File: src/rtl/result_writeback.sv
// Captures the engine's result vector on a rising edge of capture and writes it to memory over Avalon-MM.
// Optional: define RESULT_WB_CSUM_EN to append a checksum beat after the results.
module result_writeback #(
    parameter int          NUM_RESULTS  = 8,
    parameter int          RESULT_WIDTH = 24,
    parameter logic [31:0] BASE_ADDR    = 32'd16,
    parameter logic [31:0] ADDR_STRIDE  = 32'd1
) (
    input  logic                    clk,
    input  logic                    rst_n,
    input  logic                    capture,
    input  logic [RESULT_WIDTH-1:0] c_in [0:NUM_RESULTS-1],
    output logic [31:0]             mm_address,
    output logic                    mm_write,
    output logic [63:0]             mm_writedata,
    output logic [7:0]              mm_byteenable,
    input  logic                    mm_waitrequest,
    output logic                    busy,
    output logic                    wb_done,
    output logic [3:0]              wb_count
);
`ifdef RESULT_WB_CSUM_EN
    localparam int BEATS = NUM_RESULTS + 1;
`else
    localparam int BEATS = NUM_RESULTS;
`endif
    localparam int IW = $clog2(BEATS + 1);

    typedef enum logic [1:0] {IDLE, WRITE, FINISH} state_t;

    state_t                  state, state_n;
    logic                    capture_q;
    logic [RESULT_WIDTH-1:0] snap [0:NUM_RESULTS-1];
    logic [IW-1:0]           idx, idx_n, sel;
    logic [63:0]             sel_data;
    logic                    snap_load, trigger;
    logic [31:0]             addr_n;
    logic                    write_n, busy_n, done_n;
    logic [63:0]             data_n;
    logic [7:0]              be_n;
    logic [3:0]              count_n;

`ifdef RESULT_WB_CSUM_EN
    logic [31:0] csum, sum_in;

    always_comb begin
        sum_in = '0;
        for (int i = 0; i < NUM_RESULTS; i++) sum_in = sum_in + 32'(c_in[i]);
    end
`endif

    assign trigger = capture && !capture_q;
    assign sel     = idx + IW'(1);

    // Data for the beat that follows the one currently on the bus.
    always_comb begin
        sel_data = '0;
        for (int i = 0; i < NUM_RESULTS; i++)
            if (sel == IW'(i)) sel_data = 64'(snap[i]);
`ifdef RESULT_WB_CSUM_EN
        if (sel == IW'(NUM_RESULTS)) sel_data = {32'd0, csum};
`endif
    end

    always_comb begin
        state_n   = state;
        idx_n     = idx;
        addr_n    = mm_address;
        write_n   = mm_write;
        data_n    = mm_writedata;
        be_n      = mm_byteenable;
        busy_n    = busy;
        done_n    = wb_done;
        count_n   = wb_count;
        snap_load = 1'b0;
        case (state)
            IDLE: begin
                if (trigger) begin
                    state_n   = WRITE;
                    idx_n     = '0;
                    addr_n    = BASE_ADDR;
                    write_n   = 1'b1;
                    data_n    = 64'(c_in[0]);
                    be_n      = 8'hFF;
                    busy_n    = 1'b1;
                    done_n    = 1'b0;
                    count_n   = '0;
                    snap_load = 1'b1;
                end
            end
            WRITE: begin
                if (!mm_waitrequest) begin
                    count_n = wb_count + 4'd1;
                    if (idx == IW'(BEATS - 1)) begin
                        state_n = FINISH;
                        write_n = 1'b0;
                        be_n    = 8'h00;
                        busy_n  = 1'b0;
                    end else begin
                        idx_n  = sel;
                        addr_n = mm_address + ADDR_STRIDE;
                        data_n = sel_data;
                    end
                end
            end
            FINISH: begin
                done_n  = 1'b1;
                state_n = IDLE;
            end
            default: state_n = IDLE;
        endcase
    end

    always_ff @(posedge clk or negedge rst_n) begin
        if (!rst_n) begin
            state         <= IDLE;
            capture_q     <= 1'b0;
            idx           <= '0;
            mm_address    <= '0;
            mm_write      <= 1'b0;
            mm_writedata  <= '0;
            mm_byteenable <= '0;
            busy          <= 1'b0;
            wb_done       <= 1'b0;
            wb_count      <= '0;
        end else begin
            state         <= state_n;
            capture_q     <= capture;
            idx           <= idx_n;
            mm_address    <= addr_n;
            mm_write      <= write_n;
            mm_writedata  <= data_n;
            mm_byteenable <= be_n;
            busy          <= busy_n;
            wb_done       <= done_n;
            wb_count      <= count_n;
        end
    end

    // Results are frozen at the trigger so later engine activity cannot leak into the write.
    always_ff @(posedge clk or negedge rst_n) begin
        if (!rst_n) begin
            for (int i = 0; i < NUM_RESULTS; i++) snap[i] <= '0;
`ifdef RESULT_WB_CSUM_EN
            csum <= '0;
`endif
        end else if (snap_load) begin
            for (int i = 0; i < NUM_RESULTS; i++) snap[i] <= c_in[i];
`ifdef RESULT_WB_CSUM_EN
            csum <= sum_in;
`endif
        end
    end
endmodule

File: config.mk
export PLATFORM = sky130hd
export DESIGN_NAME = result_writeback
export DESIGN_NICKNAME = d
export VERILOG_FILES = /design/src/rtl/result_writeback.sv
export SDC_FILE = /design/constraint.sdc
export NUM_CORES = 1
export LEC_CHECK = 0
export ABC_AREA = 1
export CORE_ASPECT_RATIO = 2
export CORE_UTILIZATION = 50
export CTS_CLUSTER_SIZE = 12
export DETAILED_ROUTE_END_ITERATION = 10
export GPL_ROUTABILITY_DRIVEN = 0
export PLACE_DENSITY_LB_ADDON = 0.05
export RECOVER_POWER = 25
export SLEW_MARGIN = 25
export SYNTH_ARGS = -nofsm -noshare
export SYNTH_HDL_FRONTEND = slang
export SYNTH_SLANG_ARGS = --single-unit
File: constraint.sdc
create_clock -name clk -period 3.69 [get_ports clk]
set_clock_uncertainty 0.15 [all_clocks]
set_input_delay 0.9225 -clock clk [delete_from_list [all_inputs] [get_ports clk]]
set_output_delay 0.9225 -clock clk [all_outputs]
set_load 0.05 [all_outputs]
==> results.py <==
metrics = {
    "route": {
        "num_vias": 12189,
        "routed_wl_um": 41400,
        "drt_first_pass_iters": 5,
        "remaining_drc_errors": 0,
        "vias_per_cell": 5.24,
        "drt_iter0_drc": 1032,
        "wl_per_cell_um": 17.8,
        "ant_nets": 0,
    },
    "worst_setup_path": {
        "crit_buf_inv": 1,
        "critPathMaxStageDelay_ns": 0.87,
        "path_class": "reg2out",
        "startpoint_type": "flop",
        "crit_family": "buffers and inverters",
        "crit_slowest_cell": "clkdlybuf4s50_1",
        "required_ns": 2.62,
        "cp_max_fo": 4,
        "endpoint_kind": "primary output",
        "cp_data_arrival_time_ns": 1.93,
        "path_cells": "clkdlybuf4s50_1",
    },
    "cts": {
        "cts.clk_slew.worst_paths_ns": 0.06,
        "cts.sinks": 261,
        "h-tree-depth": 1,
        "cts_root_buf": "clkbuf_16",
        "cts_buffer_depth": 3,
        "cts_buffers": 26,
        "cts_hold_buf": 0,
        "cts_tree": "built",
        "cts_setup_buffers": 0,
        "insertion_delay_ns": 0.53,
        "cts-resized-gates": 0,
    },
    "global_route": {
        "antenna_found_initial": 0,
        "grt_pass1_wl_um": 62900,
        "top_usage_layer": "met2",
        "grt_pass1_vias": 11977,
        "grt_overflow": 0,
        "track_usage_pct": 31.3,
        "use_met2_pct": 55.9,
        "grt_start_max_net_pins": 167,
        "use_met3_pct": 2.84,
        "use_met1_pct": 34.0,
    },
    "logic_synthesis": {
        "ys_ff_latch": 261,
        "seq_area_frac_synth_pct": 49.9,
        "synth.cell_area_um2": 13100,
        "yosys_warnings": 0,
        "synth.distinct_cells": 32,
        "synth_cells": 1764,
        "synth.avg_cell_area_um2": 7.43,
    },
    "timing": {
        "hold_viol_final": 0,
        "setup_slack_ns": 0.688,
        "worstMarginPinSlew_ns": 2.21,
        "fmax_mhz": 333,
        "period_share_pct": 81.4,
        "rsz0062_at_grt": "no",
        "tns_ns": 0,
        "slew_viol_final": 79,
        "setup_viol_count_final": 0,
        "maxSlewHeadroom_pct": -47.1,
        "fin_crit_ns": 3.00,
    },
    "power_and_ir_drop": {
        "power_density_nw_per_um2": 809,
        "p_total_w": 0.0134,
        "irDropWorstVdd_v": 0.000537,
        "leakagePower_nw": 8.04,
    },
    "floorplan": {
        "core_area_um2": 25700,
        "start_util_pct": 51.1,
        "die_w_um": 116,
        "io_pins": 307,
        "num_rows": 83,
        "die_y_um": 231,
        "dieArea_um2": 26900,
    },
    "layout": {
        "fillCellCount": 2393,
        "diodes": 0,
        "drive_above_1_share_pct": 3.53,
        "layout_commonest_cell": "nand2_1",
        "final_cells": 2325,
        "finalNetCount": 2180,
        "layout_common_cells": "698 x nand2_1, 264 x clkdlybuf4s50_1, 261 x dfrtp_1",
        "fin_util_pct": 64.7,
        "area_growth_pct": 26.6,
    },
    "placed_design": {
        "dpl.hpwl_um": 29900,
        "post-place-cells": 2289,
        "io_buffers": 266,
        "pre_cts_ws_ns": 0.354,
    },
    "hold_path": {
        "hp-class": "reg2reg",
    },
    "outcome": {
        "violations": "capacitance limit, slew limit",
        "outcome": "complete, but fails checks",
    },
    "job": {
        "max_cap_violations": 1,
    },
}
==> flip-flops by register name (all words and copies together), names as in the netlist <==
name	flops
mm_writedata	24
wb_count	4
mm_byteenable	1
snap	192
capture_q	1
mm_address	32
wb_done	1
idx	4
state	2
==> metal layers <==
layer	wire length, µm	vias to the layer above
met4	3030	0
met2	22100	494
met1	14100	5739
met5	0	-
met3	2130	121
li1	-	5835
==> worst register-to-register path, delay by kind of cell, from the launching register on <==
kind / cells / cell delay [ns]
buffers and inverters: 1 / 0.24
AND/OR/NAND/NOR: 9 / 1.45
flip-flops: 1 / 0.47
adder cells (fa/ha/maj): 1 / 0.28
XOR/XNOR: 1 / 0.16
AO/OA/AOI/OAI: 1 / 0.13
==> Yosys cell counts (all sizes together) <==
master,instances,area (µm²)
buf,72,502
o21a,5,37.5
nor4,3,18.8
conb,1,3.75
a21oi,77,385
xnor2,1,16.3
nor3b,2,15.0
mux2i,1,10.0
dfrtp,261,6530
clkinv,1,3.75
a211oi,2,15.0
nor2,77,314
o22ai,2,12.5
nand3,44,225
inv,191,717
nand2,700,2630
o21ai,171,856
nand4,54,338
ha,7,87.6
nor3,20,105
clkbuf,72,274
==> power by group <==
group	switching [W]	leakage [nW]	internal, W
Sequential	0.000737	3.26	0.00412
Combinational	0.00418	4.41	0.00192
Clock	0.00107	0.370	0.00139
==> layout make-up <==
class                           count  area [µm²]  area share [%]
Sequential cell                   261        6530            39.4
Multi-Input combinational cell   1206        5230            31.5
Timing Repair Buffer              290        2920            17.6
Clock buffer                       35         746            4.50
Inverter                          192         726            4.38
Tap cell                          340         425            2.56
Clock inverter                      1        5.00          0.0302
==> final timing paths <==
check,slack (ns),start,cells after the start,endpoint
max in group asynchronous,1.03,rst_n,2,snap[147]$_DFFE_PN0P_
min in group asynchronous,0.84,rst_n,1,wb_count[3]$_DFFE_PN0P_
worst min-delay path,0.32,snap[9]$_DFFE_PN0P_,2,snap[9]$_DFFE_PN0P_
worst min register to register,0.32,snap[9]$_DFFE_PN0P_,2,snap[9]$_DFFE_PN0P_
worst max-delay path,0.69,mm_address[0]$_DFFE_PN0P_,1,mm_address[0]
worst max register to register,0.73,idx[0]$_DFFE_PN0P_,13,mm_writedata[14]$_DFFE_PN0P_
==> stage by stage <==
stage | cell area (µm²) | hold slack [ns]
after floorplan | 13200 | 0.294
after global placement | 15800 | 0.306
after detailed placement | 15800 | 0.309
after CTS | 16600 | 0.237
after global routing | 16600 | 0.337
final | 16600 | 0.320
==> kinds of logic after synthesis <==
group | after synthesis | share of synthesized area (%)
and+or+nand+nor | 900 | 27.9
buffers and inverters | 336 | 11.4
DFF | 261 | 49.9
AOI/OAI and AO/OA | 257 | 9.97
adders and majority gates | 7 | 0.669
other | 1 | 0.0286
xor gates and xnor gates | 1 | 0.124
muxes | 1 | 0.0764
Note: power is estimated with default switching activity, not from simulation.
